$ cat config.mk
export PLATFORM = sky130hd
export DESIGN_NAME = sad_search_ctrl
export DESIGN_NICKNAME = d
export VERILOG_FILES = /design/src/rtl/sad_pkg.sv /design/src/rtl/abs.sv /design/src/rtl/sad_search_ctrl.sv
export SDC_FILE = /design/constraint.sdc
export NUM_CORES = 1
export LEC_CHECK = 0
export ABC_AREA = 1
export BUFFER_PORTS_ARGS = -buffer_cell sky130_fd_sc_hd__buf_2
export CORE_MARGIN = 8
export CORE_UTILIZATION = 55
export CTS_CLUSTER_DIAMETER = 80
export DETAILED_ROUTE_END_ITERATION = 12
export GPL_ROUTABILITY_DRIVEN = 0
export PLACE_DENSITY = 0.79
export SYNTH_ARGS = -nofsm -noshare
export SYNTH_HDL_FRONTEND = slang
export SYNTH_SLANG_ARGS = --single-unit
export TNS_END_PERCENT = 30
$ cat constraint.sdc
create_clock -name clk -period 3.3 [get_ports clk]
set_input_delay 0 -clock clk [delete_from_list [all_inputs] [get_ports clk]]
set_output_delay 0 -clock clk [all_outputs]
set_load 0.01 [all_outputs]
$ cat src/rtl/sad_pkg.sv
// Shared types and width helpers for the SAD search controller.
package sad_pkg;

    // Search controller FSM states.
    typedef enum logic [1:0] {
        StIdle    = 2'd0,
        StAccum   = 2'd1,
        StCompare = 2'd2,
        StDone    = 2'd3
    } sad_state_e;

    // Accumulator width: holds WIN_PIX * (2^PIX_W - 1) without overflow.
    function automatic int unsigned acc_width(input int unsigned pix_w,
                                              input int unsigned win_pix);
        return pix_w + $clog2(win_pix);
    endfunction

    // Candidate index width, never narrower than one bit.
    function automatic int unsigned idx_width(input int unsigned num_cand);
        int unsigned w;
        w = $clog2(num_cand);
        return (w < 1) ? 1 : w;
    endfunction

endpackage

$ cat src/rtl/abs.sv
// Unsigned absolute difference |a - b|, symmetric in its operands.
module abs #(
    parameter int unsigned WIDTH = 8
) (
    input  logic [WIDTH-1:0] a,
    input  logic [WIDTH-1:0] b,
    output logic [WIDTH-1:0] y
);

    // Subtract the smaller operand from the larger so the result never wraps.
    always_comb begin
        y = (a >= b) ? (a - b) : (b - a);
    end

endmodule

$ cat src/rtl/sad_search_ctrl.sv
// Sum-of-absolute-differences search: accumulates one SAD per candidate window
// and keeps the minimum and the index of the first candidate that reached it.
module sad_search_ctrl
    import sad_pkg::*;
#(
    parameter int unsigned PIX_W    = 5,
    parameter int unsigned WIN_PIX  = 16,
    parameter int unsigned NUM_CAND = 8,
    localparam int unsigned ACC_W   = acc_width(PIX_W, WIN_PIX),
    localparam int unsigned IDX_W   = idx_width(NUM_CAND)
) (
    input  logic             clk,
    input  logic             rst,
    input  logic             start,
    input  logic             abort,
    input  logic             pix_valid,
    input  logic [PIX_W-1:0] pix_a,
    input  logic [PIX_W-1:0] pix_b,
    output logic             pix_ready,
    output logic             busy,
    output logic             done,
    output logic [ACC_W-1:0] best_sad,
    output logic [IDX_W-1:0] best_idx
);

    localparam int unsigned      CNT_W     = $clog2(WIN_PIX);
    localparam logic [CNT_W-1:0] LAST_PIX  = CNT_W'(WIN_PIX - 1);
    localparam logic [IDX_W-1:0] LAST_CAND = IDX_W'(NUM_CAND - 1);

    sad_state_e       state_q, state_d;
    logic [ACC_W-1:0] acc_q, acc_d;
    logic [CNT_W-1:0] pix_cnt_q, pix_cnt_d;
    logic [IDX_W-1:0] cand_cnt_q, cand_cnt_d;
    logic [ACC_W-1:0] best_sad_q, best_sad_d;
    logic [IDX_W-1:0] best_idx_q, best_idx_d;
    logic [PIX_W-1:0] diff;

    abs #(
        .WIDTH (PIX_W)
    ) u_abs (
        .a (pix_a),
        .b (pix_b),
        .y (diff)
    );

    // Next-state logic; abort wins over beat acceptance and over the compare.
    always_comb begin
        state_d    = state_q;
        acc_d      = acc_q;
        pix_cnt_d  = pix_cnt_q;
        cand_cnt_d = cand_cnt_q;
        best_sad_d = best_sad_q;
        best_idx_d = best_idx_q;
        unique case (state_q)
            StIdle: begin
                if (start) begin
                    state_d    = StAccum;
                    acc_d      = '0;
                    pix_cnt_d  = '0;
                    cand_cnt_d = '0;
                    best_sad_d = '1;
                    best_idx_d = '0;
                end
            end
            StAccum: begin
                if (abort) begin
                    state_d = StIdle;
                end else if (pix_valid) begin
                    acc_d     = acc_q + ACC_W'(diff);
                    pix_cnt_d = pix_cnt_q + CNT_W'(1);
                    if (pix_cnt_q == LAST_PIX) begin
                        state_d = StCompare;
                    end
                end
            end
            StCompare: begin
                if (abort) begin
                    state_d = StIdle;
                end else begin
                    // Strict compare: on a tie the earlier candidate is kept.
                    if (acc_q < best_sad_q) begin
                        best_sad_d = acc_q;
                        best_idx_d = cand_cnt_q;
                    end
                    if (cand_cnt_q == LAST_CAND) begin
                        state_d = StDone;
                    end else begin
                        state_d    = StAccum;
                        cand_cnt_d = cand_cnt_q + IDX_W'(1);
                        acc_d      = '0;
                        pix_cnt_d  = '0;
                    end
                end
            end
            StDone: begin
                state_d = StIdle;
            end
            default: begin
                state_d = StIdle;
            end
        endcase
    end

    // State registers with synchronous reset overriding all other inputs.
    always_ff @(posedge clk) begin
        if (rst) begin
            state_q    <= StIdle;
            acc_q      <= '0;
            pix_cnt_q  <= '0;
            cand_cnt_q <= '0;
            best_sad_q <= '0;
            best_idx_q <= '0;
        end else begin
            state_q    <= state_d;
            acc_q      <= acc_d;
            pix_cnt_q  <= pix_cnt_d;
            cand_cnt_q <= cand_cnt_d;
            best_sad_q <= best_sad_d;
            best_idx_q <= best_idx_d;
        end
    end

    // Status outputs decoded directly from the current state.
    always_comb begin
        pix_ready = (state_q == StAccum);
        busy      = (state_q != StIdle);
        done      = (state_q == StDone);
        best_sad  = best_sad_q;
        best_idx  = best_idx_q;
    end

endmodule

==> results of run 1 <==
[critical path, delay by kind of cell]
family,cells,cell delay [ps]
compound gates,3,720
fa+ha+maj,2,750
buf+inv,4,310
simple gates,8,730
[worst max path at each step]
stage	start	endpoint	slack, ps	cells past startpoint
2_1_floorplan	pix_a[2]	acc_q[8]$_SDFFE_PP0P_	950	17
3_3_place_gp	pix_a[2]	acc_q[8]$_SDFFE_PP0P_	750	17
3_5_place_dp	pix_a[2]	acc_q[8]$_SDFFE_PP0P_	630	17
4_1_cts	pix_a[2]	acc_q[8]$_SDFFE_PP0P_	930	17
5_1_grt	pix_a[3]	acc_q[8]$_SDFFE_PP0P_	650	18
6_report	pix_a[2]	acc_q[8]$_SDFFE_PP0P_	930	17
[layout make-up]
class                      instances  area, um2
sequential                        30        601
multi-input combinational        237       1370
tap                               50       62.6
clock buffer                       7       76.3
inverter                          60        225
timing repair buffer              30        155
fill                             381       1480
[where the power goes]
part	internal [mW]	leakage [nW]	total, mW	switching [mW]
Clock	0.145	0.0383	0.275	0.130
Combinational	0.150	1.03	0.380	0.230
Sequential	0.396	0.247	0.426	0.0304
[routing by layer]
layer  vias up  track usage, %
li1       1119               -
met1       922            18.9
met2        25            26.7
met3         5            3.27
met4         0            6.00
met5         -               0
[stage by stage]
step / worst slack (ps) / total power, mW / std cells / instance area, um2
4_1_cts: 928 / 1.09 / 414 / 2490
3_5_place_dp: 635 / 0.812 / 406 / 2400
6_report: 927 / 1.08 / 414 / 2490
3_3_place_gp: 754 / 0.802 / 406 / 2400
5_1_grt: 651 / 1.17 / 414 / 2490
2_1_floorplan: 946 / 0.721 / 335 / 2240
[logic make-up (layout without fill, tap and decap cells)]
family | after synthesis | in the layout | share of synthesized area [%]
simple gates | 150 | 150 | 29.0
buf+inv | 68 | 97 | 11.9
compound gates | 51 | 51 | 12.3
flops | 30 | 30 | 26.9
fa+ha+maj | 29 | 29 | 17.2
xor+xnor | 7 | 7 | 2.74
[state kept, by name (all words and copies together), names as in the netlist]
name	cells
pix_cnt_q	4
best_sad	9
cand_cnt_q	3
state_q	2
acc_q	9
best_idx	3
[cell usage in the layout, fill, tap and decap left out, types with 2 or more instances in the layout]
cell type,Yosys,routed
xor2_1,4,4
xnor2_1,3,3
fa_1,3,3
inv_2,5,5
or2_2,2,2
o21ai_0,7,7
nor3_1,2,2
nand2_2,2,2
a211oi_1,3,3
clkbuf_8,0,5
dfxtp_1,30,30
nand3_1,22,22
nor2_4,2,2
a21oi_1,35,35
nand4_1,6,6
buf_2,2,29
clkbuf_1,4,2
inv_1,54,54
ha_1,26,26
nand2_1,75,75
nor2_1,35,35
o21ai_1,3,3
[repair_timing]
item / 4_1_cts / 5_1_grt
hold buffers: 1 / 0
setup endpoints to repair: 0 / 0
gates resized for setup: 0 / 0
endpoints found under the hold margin: 5 / 0
==> results.md, run 1 <==
* Vert. Die Dim at 79.8 um
* Worst-skew pair later-pin latency at 280 ps
* Hold WS at 19.5 ps
* Critical Path AT at 2550 ps
* Worst EP required at 3480 ps
* Reg clk slew, reported paths at 60 ps
* Fin crit share at 71.9%
* CTS root buffer: clkbuf_8
* Setup TNS at 0 ps
* Initial antenna violation count at 0
* Gr usage total at 15.7%
* Final Setup Violations at 0
* DRT met1 WL at 2300 um
* Hold path depth at 4
* Port Buf Inserts at 29
* Cell with the most instances after synthesis: nand2_1
* Core area at 3970 um2
* Max VDD drop at 0.000305 V
* Cell taking the most area after synthesis: dfxtp_1
* Antenna Nets Post-Route at 0
* Main flop type after synthesis: dfxtp_1
* Hold endpoint: state_q[1]$_SDFFE_PP0P_
* Worst slew pin tran at 953 ps
* Critical hold path startpoint: abort
* Syn nets at 379
* Initial Util at 56.3%
* Layout cells sized above 1 at 13.2%
* WL met3 at 144 um
* Die area at 6360 um2
* Mapped cell area at 2240 um2
* YS warnings at 0
* Reg-to-Reg Start: acc_q[7]$_SDFFE_PP0P_
* Drt first pass iters at 6
* Wirelength per Cell at 11.4 um
* Cell breakdown of the critical path: buf_2 > inv_1 > ha_1 > a21o_1 > nand3_1 > nand4_1 > o21ai_0 > inv_1 > fa_1 > inv_1 > nand3_1 > nand2_1 > nand2_1 > a21oi_1 > nand3_1 > nand2_1 > nor2_1
* H-tree levels at 2
* Total Wirelength at 4720 um
* Top cell type's share of synthesized area at 26.9%
* # diodes at 0
* Clock Skews at 5.58 ps
* Sequential cell area fraction in the yosys report at 26.9%
* Clk buf depth at 2
* Crit-path max cell delay at 380 ps
* Crit Path Class: in2reg
* Pin count of the biggest net entering global routing at 26
* Reg2reg end: best_idx[2]$_SDFFE_PP0P_
* Fin. Hold Viols at 0
* Max layer used: met4
* Average size of a mapped cell at 6.67 um2
* Grt ovf at 0
* FMAX at 421 MHz
* Power density over the cells at 434 nW/um2
* Crit-path max FO at 8
* Ys async rst share at 0%
* Most instantiated cells after synthesis: 75 x nand2_1, 54 x inv_1, 35 x a21oi_1, 35 x nor2_1, 30 x dfxtp_1
* # IOs at 30
* Drt first-iter violations at 114
* Nets@finish at 408
* Crit start category: input port
* Via count at 2071
* Mapped Cells at 335
* Area delta synth->final at 11.4%
* P_leak at 1.31 nW
* FP Rows at 23
* #FFs+latches synth at 30
* Num CTS Buffers at 5
* Vias in the first global route at 1907
* Max_cap viols at 0
* CTS tree: done
* Min cycle time layout at 2370 ps
* First-pass GRT wire length at 8140 um
* Synth top area cells: dfxtp_1 27%, ha_1 15%, nand2_1 13%, inv_1 9.1%, a21oi_1 7.8%
* Post-DR vias/cell at 5.00
* Clock Sinks at 30
* # DRC at 0
* Finished Core Util at 62.7%
* Critical Path End Type: register
* Status: finished, final reports clean
* Slew headroom at 36.4%
* Post-CTS setup buffer count at 0
* Yosys cell types at 31
* Post-synth EDFFs at 0
* RSZ-0062 raised after global routing: false
* Worst hold path type: in2reg
* Post-DP HPWL at 3670 um
* Max-slew violations at 0
* Reg2reg setup slack at 1220 ps
* DR WL met2 at 2220 um
* CP max stage cell: fa_1
* Die W at 79.8 um
* FF-to-FF path depth at 9
No activity file was read; power rests on OpenSTA's default activity.
==> run 2, diff against run 1 <==
Clock period 3.3 ns to 2.25 ns, I/O delays scaled along.
==> results.md, run 2 (synthesized netlist as in run 1, its figures left out) <==
* Die W at 79.8 um
* Die area at 6360 um2
* # IOs at 30
* Pin count of the biggest net entering global routing at 26
* Worst slew pin tran at 919 ps
* Status: finished, final reports clean
* Worst path top cell family by delay: simple AND/OR/NAND/NOR gates
* Max VDD drop at 0.000481 V
* # DRC at 0
* Final Setup Violations at 0
* Reg-to-Reg Start: state_q[0]$_SDFFE_PP0P_
* Min cycle time layout at 2020 ps
* Clock Skews at 4.12 ps
* Clock Sinks at 30
* Clk buf depth at 2
* FP Rows at 23
* Port Buf Inserts at 29
* Max-slew violations at 0
* Post-route non-filler standard cell count at 433
* Initial antenna violation count at 0
* Critical hold path startpoint: abort
* Antenna Nets Post-Route at 0
* Via count at 2213
* Initial Util at 56.3%
* Reg2reg end: best_sad[3]$_SDFFE_PP0P_
* Max_cap viols at 0
* H-tree levels at 2
* Placed Cells incl. Taps at 423
* FMAX at 496 MHz
* Cell breakdown of the critical path: buf_2 > inv_1 > ha_1 > nand2_1 > inv_1 > nand2_1 > nand3_2 > or2_2 > nand2_1 > inv_1 > o21ai_1 > inv_1 > ha_4 > nand2_2 > nor2_2 > nand2_1 > o211ai_1 > nand2_1 > nand2_1 > a21oi_2
* Total power at 1.75 mW
* Post-DP HPWL at 3850 um
* Fin crit share at 89.7%
* Worst EP required at 2420 ps
* Most frequent cells in the layout: 74 x nand2_1, 54 x inv_1, 34 x nor2_1, 33 x a21oi_1, 30 x dfxtp_1
* Vert. Die Dim at 79.8 um
* Reg2reg setup slack at 370 ps
* Finished Core Util at 68.8%
* First-pass GRT wire length at 8640 um
* Buf/Inv on CP at 5
* CTS root buffer: clkbuf_8
* Crit-path max FO at 4
* Worst hold path type: in2reg
* Gr usage total at 16.5%
* CP max stage cell: ha_1
* Total Wirelength at 5100 um
* Hold path depth at 4
* Layout cells sized above 1 at 21.1%
* Most common cell after layout, fill and taps aside: nand2_1
* Area delta synth->final at 22.2%
* Slew headroom at 38.6%
* P_leak at 1.42 nW
* Core area at 3970 um2
* Nets@finish at 426
* Critical Path End Type: register
* CTS tree: done
* Setup TNS at 0 ps
* Drt first-iter violations at 115
* Fin area at 2730 um2
* Crit-path max cell delay at 290 ps
* # diodes at 0
* Drt first pass iters at 5
* Crit start category: input port
* Wirelength per Cell at 11.8 um
* FF-to-FF path depth at 7
* Hold endpoint: state_q[1]$_SDFFE_PP0P_
* Vias in the first global route at 2102
* Reg clk slew, reported paths at 60 ps
* Grt ovf at 0
* Post-DR vias/cell at 5.11
* Placed instance area at 2550 um2
* Worst-skew pair later-pin latency at 280 ps
* Fin. Hold Viols at 0
* Crit Path Class: in2reg
* Power density over the cells at 642 nW/um2
* Most used cell, CP: nand2_1
* Num CTS Buffers at 5
* Critical Path AT at 2180 ps
## run 2: cell count changes in the layout (fill, tap and decap cells not counted), moves of 3 or more
cell	change
buf_4	+17
fa_1	-3
fa_2	+3
ha_1	-4
ha_4	+4
o21ai_0	-3
## run 2: how the worst max path moves through the flow
| stage | start | to | slack (ps) | depth (start not counted) |
|---|---|---|---|---|
| 6_report | pix_a[1] | acc_q[5]$_SDFFE_PP0P_ | 230 | 20 |
| 5_1_grt | pix_a[1] | acc_q[5]$_SDFFE_PP0P_ | -30 | 19 |
| 4_1_cts | pix_a[2] | acc_q[5]$_SDFFE_PP0P_ | 130 | 18 |
| 3_5_place_dp | pix_a[2] | acc_q[5]$_SDFFE_PP0P_ | -170 | 18 |
| 3_3_place_gp | pix_a[2] | acc_q[7]$_SDFFE_PP0P_ | -80 | 18 |
| 2_1_floorplan | pix_a[2] | acc_q[8]$_SDFFE_PP0P_ | 30 | 17 |
## run 2: power by group
group | internal [mW] | switching (mW)
Sequential | 0.580 | 0.0440
Clock | 0.246 | 0.197
Combinational | 0.305 | 0.382
Total | 1.13 | 0.623
## run 2: stage by stage
| step | hold WS [ps] | setup WS (ps) |
|---|---|---|
| 3_3_place_gp | 244 | -81.9 |
| 3_5_place_dp | 248 | -165 |
| 6_report | 19.1 | 233 |
| 4_1_cts | 12.5 | 131 |
| 5_1_grt | 38.3 | -28.4 |
| 2_1_floorplan | 69.1 | 30.9 |
## run 2: layout make-up
| type | instances | area [um2] |
|---|---|---|
| Sequential cell | 30 | 601 |
| Tap cell | 50 | 62.6 |
| Clock buffer | 7 | 86.3 |
| Timing Repair Buffer | 48 | 303 |
| Multi-Input combinational cell | 237 | 1450 |
| Fill cell | 341 | 1240 |
| Inverter | 60 | 225 |
| Clock inverter | 1 | 5.00 |
## run 2: timing repair
action	CTS	global route
endpoints found under the hold margin	5	0
buffers inserted	0	1
hold buffers	1	0
resized for setup	0	14
endpoints found under the setup margin	0	6
## run 2: worst min-delay path: stages
cell and delay (ps):
buf_2 90, inv_1 50, nand2_1 60, nor4_1 50
## run 2: routing by layer
layer / share of wire, % / GRT usage [%] / up-vias / wire length [um]
met5: 0 / 0 / - / 0
met4: 2.7 / 8.00 / 0 / 139
met3: 4.5 / 3.94 / 14 / 229
met2: 47 / 28.0 / 57 / 2400
met1: 46 / 18.9 / 985 / 2330
li1: - / - / 1157 / -
==> run 3, diff against run 2 <==
Settings changed: CORE_MARGIN 8 to unset, CORE_UTILIZATION 55 to 30, PLACE_DENSITY 0.79 to 0.49.
==> results.md, run 3 (synthesized netlist as in run 1, its figures left out) <==
* Clock Skews at 2.60 ps
* Drt first pass iters at 4
* Slew headroom at 35.9%
* Fin. Hold Viols at 0
* Die W at 88.3 um
* Max-slew violations at 0
* Post-DP HPWL at 3790 um
* Power density over the cells at 619 nW/um2
* RSZ-0062 raised after global routing: false
* Antenna Nets Post-Route at 0
* Via count at 2133
* Nets@finish at 428
* Vert. Die Dim at 88.3 um
* Max_cap viols at 0
* Crit-path max FO at 4
* Post-DR vias/cell at 4.42
* Worst-skew pair later-pin latency at 280 ps
* # diodes at 0
* Crit Path Class: in2reg
* Critical Path End Type: register
* Setup TNS at 0 ps
* Grt ovf at 0
* Fin area at 2830 um2
* Layout cells sized above 1 at 24.5%
* Worst slew pin tran at 961 ps
* Fin crit share at 90.1%
* Fillers at 801
* Max VDD drop at 0.000178 V
* Gr usage total at 13.8%
* Worst EP required at 2460 ps
* Footprint of the multi-input gates at 1500 um2
* Critical Path AT at 2240 ps
* # IOs at 30
* Core area at 7210 um2
* FP Rows at 31
* Placed instance area at 2610 um2
* Status: finished, final reports clean
* CTS tree: done
* Most common cell after layout, fill and taps aside: nand2_1
* Min cycle time layout at 2030 ps
* Reg clk slew, reported paths at 60 ps
* P_leak at 1.41 nW
* Die area at 7800 um2
* Most frequent cells in the layout: 70 x nand2_1, 50 x inv_1, 34 x nor2_1, 32 x a21oi_1, 30 x dfxtp_1
* Area delta synth->final at 26.7%
* Clk buf depth at 2
* Worst hold path type: in2reg
* Pin count of the biggest net entering global routing at 26
* FMAX at 493 MHz
* Wirelength per Cell at 10.3 um
* Register area at 601 um2
* FF-to-FF path depth at 8
* CTS root buffer: clkbuf_8
* Initial Util at 31.0%
* Total Wirelength at 4980 um
* Hold path depth at 4
* Num CTS Buffers at 5
* Port Buf Inserts at 29
* H-tree levels at 2
* Final Setup Violations at 0
* Drt first-iter violations at 48
* Vias in the first global route at 1897
* First-pass GRT wire length at 8430 um
* Clock Sinks at 30
* # DRC at 0
* Initial antenna violation count at 0
* Crit start category: input port
## run 3: changes by cell type in the layout (fill, tap and decap cells not counted), moves of 2 or more
cell and change:
ha_2 +2, ha_4 +2, nand2_1 -4, nand2_2 +3
inv_2 +4, inv_1 -4, ha_1 -4, buf_4 +3
## run 3: power by group
group | internal (mW) | switching [mW] | total, mW
combinational | 0.329 | 0.390 | 0.719
clock | 0.213 | 0.194 | 0.406
sequential | 0.580 | 0.0476 | 0.628
## run 3: path summary, 6_finish.rpt
check	startpoint	endpoint	slack [ps]
setup / recovery	pix_b[0]	acc_q[5]$_SDFFE_PP0P_	220
hold / removal	abort	state_q[1]$_SDFFE_PP0P_	20
setup reg to reg	cand_cnt_q[0]$_SDFFE_PP0P_	acc_q[2]$_SDFFE_PP0P_	300
hold reg to reg	best_idx[2]$_SDFFE_PP0P_	best_idx[2]$_SDFFE_PP0P_	480
## run 3: metal layers
| metal | global-route usage, % | share of wire, % | vias up |
|---|---|---|---|
| li1 | - | - | 1158 |
| met1 | 17.0 | 49 | 938 |
| met2 | 23.4 | 46 | 30 |
| met3 | 2.89 | 2.7 | 7 |
| met4 | 5.28 | 1.6 | 0 |
| met5 | 0 | 0 | - |
## run 3: final cells by class
type                    instances  share of cell area (%)
clock buffers                   7                    2.69
inverters                      60                    7.95
multi-input cells             237                    53.0
flip-flops and latches         30                    21.2
well taps                      99                    4.37
repair buffers                 50                    10.8
## run 3: repair_timing
item                                    4_1_cts  5_1_grt
hold buffers                                  1        0
endpoints found under the hold margin         5        0
setup buffers                                 0        2
resized for setup                             0       30
endpoints found under the setup margin        0        6
## run 3: through the flow
step / instances / power (mW) / util, % / setup WS [ps] / hold slack [ps]
6_report: 483 / 1.75 / 39.3 / 222 / 23.9
5_1_grt: 483 / 1.91 / 39.3 / 33.4 / 28.1
4_1_cts: 481 / 1.68 / 37.3 / 94.9 / 15.6
3_5_place_dp: 473 / 1.27 / 36.1 / -200 / 251
3_3_place_gp: 473 / 1.26 / 36.1 / -129 / 257
2_1_floorplan: 335 / 1.06 / - / 30.9 / 69.1
## run 3: critical path, stage by stage
cell,delay (ps)
buf_2,110
inv_2,40
ha_2,150
inv_2,50
fa_2,400
buf_4,150
xor2_1,150
o21ai_1,130
inv_1,90
ha_1,310
a21oi_2,160
o211ai_1,100
buf_4,170
nand2_2,60
nand2_1,40
a21oi_1,130
